--- src/rtl/fpga_config_seq.sv ---
// Configuration sequencer for the main board FPGA: pulses PROG_B, waits for INIT_B/DONE with timeouts and retries.
// Optional build macro FPGA_CONFIG_AUTOBOOT_EN starts one sequence automatically after reset.
module fpga_config_seq #(
  parameter logic [1:0] MODE     = 2'b11,
  parameter int         PROG_LEN = 64,
  parameter int         INIT_TMO = 4096,
  parameter int         DONE_TMO = 1048576,
  parameter int         RETRIES  = 2,
  parameter int         CNT_W    = 21
) (
  input  logic       CLK,
  input  logic       CRST,
  input  logic       START,
  input  logic       ABORT,
  input  logic       INIT,
  input  logic       DONE,
  output logic       PROG,
  output logic [1:0] M,
  output logic       BUSY,
  output logic       CONFIGURED,
  output logic [7:0] STATUS,
  output logic [2:0] DBG_STATE
);

  typedef enum logic [2:0] {
    S_IDLE      = 3'd0,
    S_PULSE     = 3'd1,
    S_WAIT_INIT = 3'd2,
    S_WAIT_DONE = 3'd3,
    S_RETRY     = 3'd4,
    S_CONFIG    = 3'd5,
    S_FAIL      = 3'd6
  } state_t;

  localparam logic [CNT_W-1:0] PROG_LIM  = CNT_W'(PROG_LEN - 1);
  localparam logic [CNT_W-1:0] INIT_LIM  = CNT_W'(INIT_TMO - 1);
  localparam logic [CNT_W-1:0] DONE_LIM  = CNT_W'(DONE_TMO - 1);
  localparam logic [1:0]       RETRY_LIM = 2'(RETRIES);

  state_t           state_q, state_d;
  logic [CNT_W-1:0] timer_q, timer_d, timer_inc;
  logic [1:0]       attempt_q, attempt_d;
  logic             fail_q, fail_d;
  logic             ito_q, ito_d;
  logic             dto_q, dto_d;
  logic             crc_q, crc_d;
  logic [1:0]       init_sync_q, done_sync_q;
  logic             init_s, done_s;
  logic             prog_q, busy_q, configured_q;
  logic [1:0]       m_q;
  logic [7:0]       status_q;
  logic             start_req, go;

`ifdef FPGA_CONFIG_AUTOBOOT_EN
  logic boot_q;
  assign start_req = START | boot_q;
`else
  assign start_req = START;
`endif

  assign init_s    = init_sync_q[1];
  assign done_s    = done_sync_q[1];
  // Saturating so a timer left running can never wrap back under a limit.
  assign timer_inc = (timer_q == {CNT_W{1'b1}}) ? timer_q : timer_q + CNT_W'(1);

  always_comb begin
    state_d   = state_q;
    timer_d   = timer_q;
    attempt_d = attempt_q;
    fail_d    = fail_q;
    ito_d     = ito_q;
    dto_d     = dto_q;
    crc_d     = crc_q;
    go        = 1'b0;
    case (state_q)
      S_IDLE, S_FAIL: go = start_req;
      S_PULSE: begin
        if (timer_q == PROG_LIM) begin
          state_d = S_WAIT_INIT;
          timer_d = '0;
        end else begin
          timer_d = timer_inc;
        end
      end
      S_WAIT_INIT: begin
        if (init_s) begin
          state_d = S_WAIT_DONE;
          timer_d = '0;
        end else if (timer_q == INIT_LIM) begin
          ito_d   = 1'b1;
          state_d = S_RETRY;
        end else begin
          timer_d = timer_inc;
        end
      end
      S_WAIT_DONE: begin
        if (done_s) begin
          state_d = S_CONFIG;
        end else if (!init_s) begin
          crc_d   = 1'b1;
          state_d = S_RETRY;
        end else if (timer_q == DONE_LIM) begin
          dto_d   = 1'b1;
          state_d = S_RETRY;
        end else begin
          timer_d = timer_inc;
        end
      end
      S_RETRY: begin
        if (attempt_q < RETRY_LIM) begin
          attempt_d = attempt_q + 2'd1;
          timer_d   = '0;
          state_d   = S_PULSE;
        end else begin
          fail_d  = 1'b1;
          state_d = S_FAIL;
        end
      end
      S_CONFIG: begin
        if (!done_s) begin
          fail_d  = 1'b1;
          state_d = S_FAIL;
        end else begin
          go = start_req;
        end
      end
      default: state_d = S_IDLE;
    endcase
    if (go) begin
      state_d   = S_PULSE;
      timer_d   = '0;
      attempt_d = 2'd0;
      fail_d    = 1'b0;
      ito_d     = 1'b0;
      dto_d     = 1'b0;
      crc_d     = 1'b0;
    end
    // Abort keeps the sticky error bits so software can still read why it stopped.
    if (ABORT) begin
      state_d   = S_IDLE;
      timer_d   = '0;
      attempt_d = 2'd0;
    end
  end

  always_ff @(posedge CLK or posedge CRST) begin
    if (CRST) begin
      state_q      <= S_IDLE;
      timer_q      <= '0;
      attempt_q    <= 2'd0;
      fail_q       <= 1'b0;
      ito_q        <= 1'b0;
      dto_q        <= 1'b0;
      crc_q        <= 1'b0;
      init_sync_q  <= 2'b00;
      done_sync_q  <= 2'b00;
      prog_q       <= 1'b1;
      m_q          <= MODE;
      busy_q       <= 1'b0;
      configured_q <= 1'b0;
      status_q     <= 8'h00;
    end else begin
      state_q      <= state_d;
      timer_q      <= timer_d;
      attempt_q    <= attempt_d;
      fail_q       <= fail_d;
      ito_q        <= ito_d;
      dto_q        <= dto_d;
      crc_q        <= crc_d;
      init_sync_q  <= {init_sync_q[0], INIT};
      done_sync_q  <= {done_sync_q[0], DONE};
      prog_q       <= (state_d != S_PULSE);
      m_q          <= MODE;
      busy_q       <= (state_d inside {S_PULSE, S_WAIT_INIT, S_WAIT_DONE, S_RETRY});
      configured_q <= (state_d == S_CONFIG);
      status_q     <= {attempt_q, crc_q, dto_q, ito_q, fail_q, configured_q, busy_q};
    end
  end

`ifdef FPGA_CONFIG_AUTOBOOT_EN
  always_ff @(posedge CLK or posedge CRST) begin
    if (CRST) boot_q <= 1'b1;
    else      boot_q <= 1'b0;
  end
`endif

  assign PROG       = prog_q;
  assign M          = m_q;
  assign BUSY       = busy_q;
  assign CONFIGURED = configured_q;
  assign STATUS     = status_q;
  assign DBG_STATE  = state_q;

endmodule

--- config.mk ---
export PLATFORM = sky130hd
export DESIGN_NAME = fpga_config_seq
export DESIGN_NICKNAME = d
export VERILOG_FILES = /design/src/rtl/fpga_config_seq.sv
export SDC_FILE = /design/constraint.sdc
export NUM_CORES = 1
export LEC_CHECK = 0
export BUFFER_PORTS_ARGS = -buffer_cell sky130_fd_sc_hd__buf_2
export CORE_ASPECT_RATIO = 0.8
export CORE_MARGIN = 2
export CORE_UTILIZATION = 50
export CTS_CLUSTER_DIAMETER = 30
export DETAILED_ROUTE_END_ITERATION = 7
export PLACE_DENSITY = 0.66
export SYNTH_ARGS = -nofsm -noshare
export SYNTH_HDL_FRONTEND = slang
export SYNTH_SLANG_ARGS = --single-unit
--- constraint.sdc ---
create_clock -name CLK -period 6.65 [get_ports CLK]
set_input_delay 0.665 -clock CLK [delete_from_list [all_inputs] [get_ports CLK]]
set_output_delay 0.665 -clock CLK [all_outputs]
set_load 0.03 [all_outputs]
Word-level counts from Yosys, hierarchy flattened

Index checks and enable logic that the tools add are counted.

Register bits: 45
Logic and storage cells: 104
Input bits: 6
Output and inout port bits: 16

Reductions and logical operators: 18
Multiplexer cells: 45
Magnitude comparators: 1
Eq/ne operators: 25
$add $sub $neg: 2

Operator list:

| kind                  | number |
|---|---|
| $mux 21               | 10 |
| $pmux 21 s4           | 1 |
| $mux 3                | 10 |
| $add 21x1->21 const B | 1 |
| $eq 21x12->1 const B  | 1 |
| $eq 21x20->1 const B  | 1 |
| $eq 21x21->1 const B  | 1 |
| $eq 21x6->1 const B   | 1 |
| $pmux 3 s6            | 1 |
| $mux 1                | 17 |
| $ne 4x4->1 const B    | 4 |
| $eq 3x3->1 const B    | 5 |
| $eq 3x2->1 const B    | 4 |
| $reduce_bool 2->1     | 5 |
| $reduce_and 3->1      | 3 |
| $reduce_bool 3->1     | 3 |
| $mux 2                | 4 |
| $eq 3x1->1 const B    | 2 |
| $ne 3x3->1 const B    | 2 |
| $reduce_and 6->1      | 1 |
| $reduce_bool 6->1     | 1 |
| $ne 5x5->1 const B    | 1 |
| $ne 2x1->1 const B    | 2 |
| $pmux 1 s2            | 2 |
| 8 further kinds       | 8 |

Depth between registers and ports, before layout

Gate-level depths: netlist of the first run.

Word-level depth: 9
Gate-level depth with buffers: 9
Gate-level depth less buffers: 8

Worst setup path before layout of the first run

No wires, ideal clock.

Kind: register to register
Start point: register state_q[0] (netlist: DBG_STATE[0])
End point: register timer_q[17]
Cell stages (with the launch flop): 10
Path slack: 4.439 ns
Period minus slack after synthesis: 2.211 ns
Buffers on the path: 2
Library setup time: 0.128 ns
Data arrival time: 2.083 ns
Data required time: 6.522 ns
Path through: dfrtp_1 > buf_2 > nor3b_1 > nand2_1 > nor3_2 > o32ai_2 > a21oi_4 > nand2b_4 > buf_6 > o31ai_1

Longest elaborated chain between the ends: 5
Elaborated cells between the ends (all ways): 19
Classes of those cells: eq/ne (11); mux (4); reduce/logical (4)

RTL lines:

| item                                                         | line | text |
|---|---|---|
| start, declared                                              | 40   | `state_t state_q, state_d;` |
| start signal, assigned                                       | 163  | `state_q <= state_d;` |
| $eq 3x3->1 or $logic_not 3->1 (tied branches)                | 75   | `case (state_q)` |
| $reduce_or 2->1                                              | 75   |  |
| $pmux 1 s2                                                   | 75   |  |
| $ne 5x5->1 (no source line), or another cell as far along    | -    |  |
| $reduce_and 6->1 (no source line) or $mux 21 (tied branches) | -    |  |
| end signal, assigned                                         | 164  | `timer_q <= timer_d;` |
| end, declared                                                | 41   | `logic [CNT_W-1:0] timer_q, timer_d, timer_inc;` |

Parallel ways exist; a longest one is shown, timed or not.
A chain may end at the register's enable or synchronous reset.

Worst setup path in the final report of the first run

Start point: register state_q[0] (netlist: DBG_STATE[0])
End point: register timer_q[1]

The elaborated chain is that of the path after synthesis.

==> flow_summary.toml, run 1 <==
[outcome]
run_status = "complete, no violations"

[floorplanning]
fp.dieW_um = 80.8
die-area_um2 = 5290
rows = 22
initial_core_util_pct = 51.6
core_um2 = 4570
die_h_um = 65.4
io_pins = 22

[synthesis]
synth-main-ff-cell = "dfrtp_1"
netlist_instances = 250
synth_edf_count = 0
yosysUniqueCellTypes = 52
ys_warn_count = 0
netlist_area_um2 = 2360
synth_area_leaders = "dfrtp_1, nor2_1, nand3_1"
synth.ff_latch_count = 45
netlist.area_leader.share_pct = 46.7
synthArstFlopShare_pct = 100
avgSynthCellArea_um2 = 9.44
ys_seq_area_share_pct = 47.8
yosysTopAreaCell = "dfrtp_1"

[cts]
cts_tree = "done"
htreeDepth = 2
clock-root-buffer = "clkbuf_8"
max-clock-path-buffers = 2
cts_sinks = 45
post-cts-setup-buffers = 0
clkLatencyLatePin_ns = 0.29
cts_buffers = 5
cts_resized = 0
cts_hold_buf = 0
clkSlewWorstSetupHoldPaths_ns = 0.08

[pwr]
power-per-cell-area_nw_per_um2 = 206
p_clk_share_pct = 38.1
vdd_drop_max_mv = 0.132
swShare_pct = 23.8
combPwrFrac_pct = 8.1
seqPwrFrac_pct = 53.9
p_leak_nw = 1.15
intPower_uw = 402
p_switching_uw = 126

[layout]
nets = 271
register_area_um2 = 1130
instances_no_fill = 325
drive_gt1_share_pct = 14.7
multi_input_area_um2 = 1120
syn2layout_area_growth_pct = 8.32
fill_cells = 435
diodes = 0
final_core_util_pct = 55.9

[detailed_routing]
drc = 0
via_per_inst = 5.95
routedWlPerCell_um = 15.6
vias = 1935
drt_iter0_markers = 151
first_pass_iters = 6
antenna_left = 0
drt_wl_total_um = 5060

[timing]
worst_pin_slew_ns = 0.922
clock_skew_ns = 0.00872
hold_viol_final = 0
slew_violations = 0
finalWorstSetupSlack_ns = 3.58
slew_headroom_pct = 38.4
finalSetupTns_ns = 0
hold_slack_ns = 0.354
fmax_mhz = 326
setup_viol = 0
grt_setup_unrepaired = "false"
period_share_pct = 46.2
min_period_ns = 3.07

[worst_setup_path]
worst-setup-path-type = "flip-flop to flip-flop"
cp-end-kind = "flip-flop"
arrival_ns = 3.25
crit_family = "compound AO/OA/AOI/OAI gates"
cp.required_ns = 6.83
start_kind = "flip-flop"
crit_buf_inv = 1
cpMaxStageDelayCell = "a211o_1"
path_cells = "nand2b_1 -> a221oi_2 -> or2_1 -> a211o_1 -> clkinv_1 -> a21o_1 -> a32o_1"
critical-path-max-stage-delay_ns = 0.60
crit_fanout = 22

[hold_path]
hold_path.class = "flip-flop to flip-flop"

[global_routing]
grtUsageTotal_pct = 21.7
grt_start_max_net_pins = 46
grt-ovfl-total = 0
grt_pass1_vias = 1728
grt_antenna_before_repair = 0
grt_pass1_wl_um = 8640

[placed_design]
dp_cells = 317
dp_hpwl_um = 3460
port-buffer-count = 19
place_congestion = 0.839
place_ws_ns = 3.61

[job]
maxCapViolCount = 0
worst register-to-register path, delay by kind of cell (launching register included):
family          cells  cell delay (ns)
compound gates      4             1.55
buf+inv             1             0.32
simple gates        2             0.58
flops               1             0.53
final cells by class:
cell class                 instances  area share, %
sequential                        45           44.1
clock inverter                     2           1.37
multi-input combinational        185           43.9
timing repair buffer              19           3.72
tap                               60           2.94
inverter                           8           1.17
clock buffer                       6           2.84
registers in the layout, indices dropped and copies added, names as in the netlist:
name	count
crc_q	1
PROG	1
dto_q	1
fail_q	1
attempt_q	2
ito_q	1
STATUS	8
timer_q	21
CONFIGURED	1
done_sync_q	2
DBG_STATE	3
init_sync_q	2
BUSY	1
power groups by stage:
stage / Sequential [mW] / Combinational [mW] / Clock, mW
2_1_floorplan: 0.291 / 0.0333 / 0
3_5_place_dp: 0.289 / 0.0427 / 0
4_1_cts: 0.284 / 0.0429 / 0.206
5_1_grt: 0.285 / 0.0480 / 0.222
3_3_place_gp: 0.289 / 0.0424 / 0
6_report: 0.284 / 0.0425 / 0.201
logic make-up (layout without fill, tap and decap cells):
logic type,Yosys count,in the layout,share of synthesized area (%)
AND/OR/NAND/NOR,104,104,24.3
AO/OA/AOI/OAI,77,77,22.0
flip-flops,45,45,47.8
buffers and inverters,21,35,4.88
adder cells (fa/ha/maj),1,1,0.530
other,1,2,0.159
XOR/XNOR,1,1,0.371
path summary, 6_finish.rpt:
path                                     startpoint                  endpoint  slack, ns  depth (start not counted)
setup / recovery             DBG_STATE[0]$_DFF_PP0_    timer_q[1]$_DFFE_PP0P_       3.58                          7
hold / removal             done_sync_q[0]$_DFF_PP0_  done_sync_q[1]$_DFF_PP0_       0.35                          0
setup reg to reg             DBG_STATE[0]$_DFF_PP0_    timer_q[1]$_DFFE_PP0P_       3.58                          7
hold reg to reg            done_sync_q[0]$_DFF_PP0_  done_sync_q[1]$_DFF_PP0_       0.35                          0
max in group asynchronous                      CRST  init_sync_q[0]$_DFF_PP0_       5.50                          2
min in group asynchronous                      CRST   timer_q[19]$_DFFE_PP0P_       0.57                          2
through the flow:
step | power [mW] | cell area [µm²]
detailed placement | 0.332 | 2450
global route | 0.555 | 2560
global placement | 0.331 | 2450
finish | 0.527 | 2560
CTS | 0.533 | 2560
floorplan | 0.325 | 2360
cells in the final DEF (no fill, tap or decap), types with 5 or more instances in the layout:
master	instances
buf_2	19
o21ai_0	14
nand2_1	14
clkbuf_8	5
inv_1	6
a21oi_1	8
nor2_1	31
o31ai_1	11
a31oi_1	12
dfrtp_1	44
nand3_1	17
o21ai_1	13
synthesized netlist by cell type, types with 2 or more instances:
cell type	n
nand4_1	4
nand3_1	17
o21ai_1	13
nor2_1	31
nand3b_1	3
buf_4	4
and4_4	3
nor2b_1	4
buf_6	2
nand2_1	14
a31oi_1	12
and3_1	3
inv_1	7
nand2b_1	4
o31ai_1	11
and2_1	3
nor3_1	4
a211oi_1	2
clkbuf_1	2
buf_2	5
nor4_2	2
dfrtp_1	44
o41ai_1	4
a21oi_1	8
o22a_1	4
o21ai_0	14
metal layers:
metal  vias up  GRT usage (%)  routed length (µm)
met3         2           5.49                 314
met2        63           30.0                2120
met1       924           34.0                2600
li1        946              -                   -
met4         0           5.08                  24
met5         -              0                   0
Note: power is estimated with default switching activity, not from simulation.
==> run 2: changes to the inputs <==
--- a/config.mk
+++ b/config.mk
@@ -11,7 +11,7 @@
 export CORE_UTILIZATION = 50
 export CTS_CLUSTER_DIAMETER = 30
 export DETAILED_ROUTE_END_ITERATION = 7
-export PLACE_DENSITY = 0.66
+export PLACE_DENSITY = 0.69
 export SYNTH_ARGS = -nofsm -noshare
 export SYNTH_HDL_FRONTEND = slang
 export SYNTH_SLANG_ARGS = --single-unit
==> constraint.sdc (replaced) <==
create_clock -name CLK -period 2.6 [get_ports CLK]
set_input_delay 0.26 -clock CLK [delete_from_list [all_inputs] [get_ports CLK]]
set_output_delay 0.26 -clock CLK [all_outputs]
set_load 0.03 [all_outputs]
==> run 2 against run 1 <==
Critical path depth increased by 2. Clock power grew to 2.7 times the previous value. Total power increased to 2.6 times the previous value. Wire length increased by 2.3%. Combinational power grew to 3.0 times the previous value. Clock-buffer cell count is 1 lower.
==> flow_summary.toml, run 2 (same netlist as run 1, synthesis figures left out) <==
[timing]
setup_viol = 0
hold_viol_final = 0
period_share_pct = 93.4
slew_headroom_pct = 38.6
worst_pin_slew_ns = 0.919
finalSetupTns_ns = 0
slew_violations = 0
clock_skew_ns = 0.0132
fmax_mhz = 412
grt_setup_unrepaired = "false"
min_period_ns = 2.43

[layout]
largest-register = "timer_q"
diodes = 0
nets = 285
largest_reg_flops = 21
final_common_cell = "dfrtp_1"
syn2layout_area_growth_pct = 13.1
final_cell_mix = "dfrtp_1, nor2_1, buf_2, nand3_1"
final_core_util_pct = 58.4
drive_gt1_share_pct = 19.7

[worst_setup_path]
path_cells = "ha_1 -> and3_1 -> nand4_2 -> nor3_2 -> o32ai_2 -> a21oi_4 -> buf_4 -> nor2b_1 -> o22a_1"
cp.required_ns = 2.79
crit_fanout = 9
cpMaxStageDelayCell = "dfrtp_1"
r2r_slack_ns = 0.17
start_kind = "flip-flop"
crit_family = "simple AND/OR/NAND/NOR gates"
worst-setup-path-type = "flip-flop to flip-flop"
crit_buf_inv = 1
critical-path-max-stage-delay_ns = 0.42
arrival_ns = 2.62
cp-end-kind = "flip-flop"

[pwr]
combPwrFrac_pct = 9.0
intPower_mw = 1.04
power_mw = 1.39
power-per-cell-area_nw_per_um2 = 520
seqPwrFrac_pct = 52.1
vdd_drop_max_mv = 0.366
p_leak_nw = 1.22
swShare_pct = 24.9
p_clk_share_pct = 38.8
p_switching_uw = 346

[global_routing]
grtUsageTotal_pct = 21.7
grt_pass1_vias = 1765
grt_pass1_wl_um = 8830
grt-ovfl-total = 0
grt_antenna_before_repair = 0
grt_start_max_net_pins = 46

[hold_path]
hold_path.class = "primary input to flip-flop"

[detailed_routing]
via_per_inst = 5.83
drt_iter0_markers = 90
vias = 1976
first_pass_iters = 4
routedWlPerCell_um = 15.3
drc = 0
antenna_left = 0
drt_wl_total_um = 5180

[cts]
clkLatencyLatePin_ns = 0.30
clkSlewWorstSetupHoldPaths_ns = 0.09
max-clock-path-buffers = 2
cts_tree = "done"
cts_buffers = 5
cts_hold_buf = 0
cts_sinks = 45
htreeDepth = 2
clock-root-buffer = "clkbuf_8"

[floorplanning]
io_pins = 22
core_um2 = 4570
die-area_um2 = 5290
initial_core_util_pct = 51.6
die_h_um = 65.4
fp.dieW_um = 80.8
rows = 22

[placed_design]
port-buffer-count = 19
place_congestion = 0.860
dp_hpwl_um = 3660

[job]
maxCapViolCount = 0

[outcome]
run_status = "complete, no violations"
[run 2: changes by cell type in the layout (fill, tap and decap cells not counted)]
cell | previous run | this run
buf_4 | 0 | 14
clkbuf_1 | 1 | 0
a211o_2 | 0 | 1
clkinv_2 | 1 | 0
clkinv_4 | 0 | 1
clkinvlp_4 | 0 | 1
a211o_1 | 1 | 0
[run 2: power groups by stage]
stage	Sequential, mW	Combinational (mW)	Clock, mW
after global routing	0.726	0.141	0.587
final	0.724	0.126	0.540
after CTS	0.724	0.123	0.557
after global placement	0.736	0.123	0
after detailed placement	0.737	0.123	0
after floorplan	0.745	0.0852	0
[run 2: final timing paths]
path | to | cells after the start | startpoint
min in group asynchronous | timer_q[8]$_DFFE_PP0P_ | 2 | CRST
hold / removal | done_sync_q[0]$_DFF_PP0_ | 1 | DONE
setup reg to reg | timer_q[16]$_DFFE_PP0P_ | 9 | timer_q[0]$_DFFE_PP0P_
hold reg to reg | init_sync_q[1]$_DFF_PP0_ | 0 | init_sync_q[0]$_DFF_PP0_
max in group asynchronous | timer_q[3]$_DFFE_PP0P_ | 2 | CRST
setup / recovery | timer_q[16]$_DFFE_PP0P_ | 9 | timer_q[0]$_DFFE_PP0P_
[run 2: what timing repair did]
item	4_1_cts	5_1_grt
endpoints found under the setup margin	0	17
gates resized for setup	0	1
setup buffers	0	2
[run 2: layout make-up]
| class | instances | area, µm² |
|---|---|---|
| Clock inverter | 3 | 46.3 |
| Tap cell | 60 | 75.1 |
| Timing Repair Buffer | 33 | 200 |
| Clock buffer | 5 | 68.8 |
| Multi-Input combinational cell | 185 | 1120 |
| Inverter | 8 | 30.0 |
| Fill cell | 431 | 1900 |
| Sequential cell | 45 | 1130 |
[run 2: stage by stage]
stage	instance area [µm²]	instances	hold WS, ns	setup slack [ns]
6_report	2670	339	0.0674	0.172
5_1_grt	2670	339	0.0497	0.00136
4_1_cts	2650	337	0.0581	0.0930
3_5_place_dp	2540	329	0.338	0.110
3_3_place_gp	2540	329	0.334	0.148
2_1_floorplan	2360	251	0.291	0.389
[run 2: per-layer routing]
layer	GRT usage (%)	vias to the layer above	routed length, µm
met4	5.93	0	48
met1	35.5	954	2720
met3	4.26	7	260
met2	28.6	45	2150
li1	-	970	-
met5	0	-	0
==> run 3: changes to the inputs <==
==> constraint.sdc (replaced) <==
create_clock -name CLK -period 2.6 [get_ports CLK]
set_input_delay 0.52 -clock CLK [delete_from_list [all_inputs] [get_ports CLK]]
set_output_delay 0.52 -clock CLK [all_outputs]
set_load 0.03 [all_outputs]
==> run 3 against run 2 <==
Sequential share of layout area grew 0.40 points. Clock skew shrank 0.0025 ns. Highest routed layer unchanged. Die area is the same. Largest power group unchanged.
==> flow_summary.toml, run 3 (same netlist as run 1, synthesis figures left out) <==
[floorplanning]
die-area_um2 = 5290
rows = 22
fp.dieW_um = 80.8
initial_core_util_pct = 51.6
io_pins = 22
core_um2 = 4570
die_h_um = 65.4

[cts]
cts_hold_buf = 0
cts_sinks = 45
cts_buffers = 5
max-clock-path-buffers = 2
cts_tree = "done"
clkLatencyLatePin_ns = 0.29
htreeDepth = 2
clock-root-buffer = "clkbuf_8"
clkSlewWorstSetupHoldPaths_ns = 0.09

[layout]
largest-register = "timer_q"
final_common_cell = "dfrtp_1"
final_cell_mix = "dfrtp_1, nor2_1, buf_2, nand3_1, buf_4"
syn2layout_area_growth_pct = 12.1
drive_gt1_share_pct = 19.6
register_area_um2 = 1130
fill_cells = 423
diodes = 0
largest_reg_flops = 21
final_core_util_pct = 57.9
nets = 286
multi_input_area_um2 = 1120
instances_no_fill = 340

[global_routing]
grt-ovfl-total = 0
grt_pass1_wl_um = 8680
grt_start_max_net_pins = 46
grt_antenna_before_repair = 0
grt_pass1_vias = 1767
grtUsageTotal_pct = 21.3

[hold_path]
hold_path.class = "primary input to flip-flop"
hold_depth = 1
hold_end = "done_sync_q[0]$_DFF_PP0_"
hp-start = "DONE"

[worst_setup_path]
crit_fanout = 13
cp.required_ns = 2.77
arrival_ns = 2.61
crit_family = "simple AND/OR/NAND/NOR gates"
critical-path-max-stage-delay_ns = 0.42
worst-setup-path-type = "flip-flop to flip-flop"
crit_buf_inv = 0
start_kind = "flip-flop"
cp-end-kind = "flip-flop"
reg2reg_depth = 8
cpMaxStageDelayCell = "dfrtp_1"
r2r_slack_ns = 0.16
path_cells = "ha_1 -> and3_1 -> nand4_2 -> nor3_2 -> o32ai_2 -> a21oi_4 -> nand2b_4 -> o41ai_1"
timing.rr.end = "timer_q[3]$_DFFE_PP0P_"
cp.depth = 8
rr_startpoint = "timer_q[0]$_DFFE_PP0P_"

[timing]
period_share_pct = 93.9
min_period_ns = 2.44
grt_setup_unrepaired = "false"
clock_skew_ns = 0.0107
finalSetupTns_ns = 0
hold_viol_final = 0
fmax_mhz = 409
slew_violations = 0
worst_pin_slew_ns = 0.563
slew_headroom_pct = 62.2
hold_slack_ns = 0.332
setup_viol = 0

[pwr]
power_mw = 1.27
power-per-cell-area_nw_per_um2 = 479
vdd_drop_max_mv = 0.304
p_leak_nw = 1.22

[detailed_routing]
first_pass_iters = 5
drt_wl_total_um = 5160
routedWlPerCell_um = 15.2
via_per_inst = 5.84
drt_iter0_markers = 130
antenna_left = 0
vias = 1985
drc = 0

[placed_design]
place_congestion = 0.860
dp_hpwl_um = 3720
port-buffer-count = 19
dp_cells = 330

[outcome]
run_status = "complete, no violations"

[job]
maxCapViolCount = 0
run 3: metal layers:
| layer | share of wire [%] | global-route usage (%) |
|---|---|---|
| met2 | 44 | 30.0 |
| met1 | 50 | 33.0 |
| met4 | 0.85 | 5.93 |
| met3 | 5.5 | 4.53 |
| met5 | 0 | 0 |
run 3: repair_timing:
action,CTS,global route
resized for setup,0,1
setup buffers,0,2
setup endpoints to repair,0,17
run 3: cell type report:
type,count,area share [%]
Sequential cell,45,42.6
Multi-Input combinational cell,185,42.4
Timing Repair Buffer,34,7.85
Tap cell,60,2.84
Clock buffer,6,2.74
Inverter,8,1.14
Clock inverter,2,0.378
run 3: how the worst max path moves through the flow:
| stage | start | endpoint |
|---|---|---|
| 5_1_grt | timer_q[0]$_DFFE_PP0P_ | timer_q[5]$_DFFE_PP0P_ |
| 3_3_place_gp | timer_q[0]$_DFFE_PP0P_ | timer_q[19]$_DFFE_PP0P_ |
| 6_report | timer_q[0]$_DFFE_PP0P_ | timer_q[3]$_DFFE_PP0P_ |
| 4_1_cts | timer_q[0]$_DFFE_PP0P_ | timer_q[1]$_DFFE_PP0P_ |
| 2_1_floorplan | DBG_STATE[0]$_DFF_PP0_ | timer_q[17]$_DFFE_PP0P_ |
| 3_5_place_dp | timer_q[0]$_DFFE_PP0P_ | timer_q[1]$_DFFE_PP0P_ |
run 3: per-stage QoR:
step           cell area, µm²  setup slack, ns
2_1_floorplan            2360            0.389
3_3_place_gp             2550            0.162
3_5_place_dp             2550            0.111
4_1_cts                  2630           0.0817
5_1_grt                  2650           0.0124
6_report                 2650            0.158
run 3: report_power, final:
group	total [mW]	leakage [nW]	internal [mW]	switching [mW]
registers	0.724	0.611	0.712	0.0121
logic	0.128	0.562	0.0435	0.0848
clock network	0.414	0.0450	0.186	0.227
total	1.27	1.22	0.942	0.324
run 3: worst reg2reg max path, cell delays in order, from the launching register on:
cell      delay, ns
dfrtp_1        0.42
ha_1           0.24
and3_1         0.27
nand4_2        0.21
nor3_2         0.32
o32ai_2        0.15
a21oi_4        0.32
nand2b_4       0.30
o41ai_1        0.10
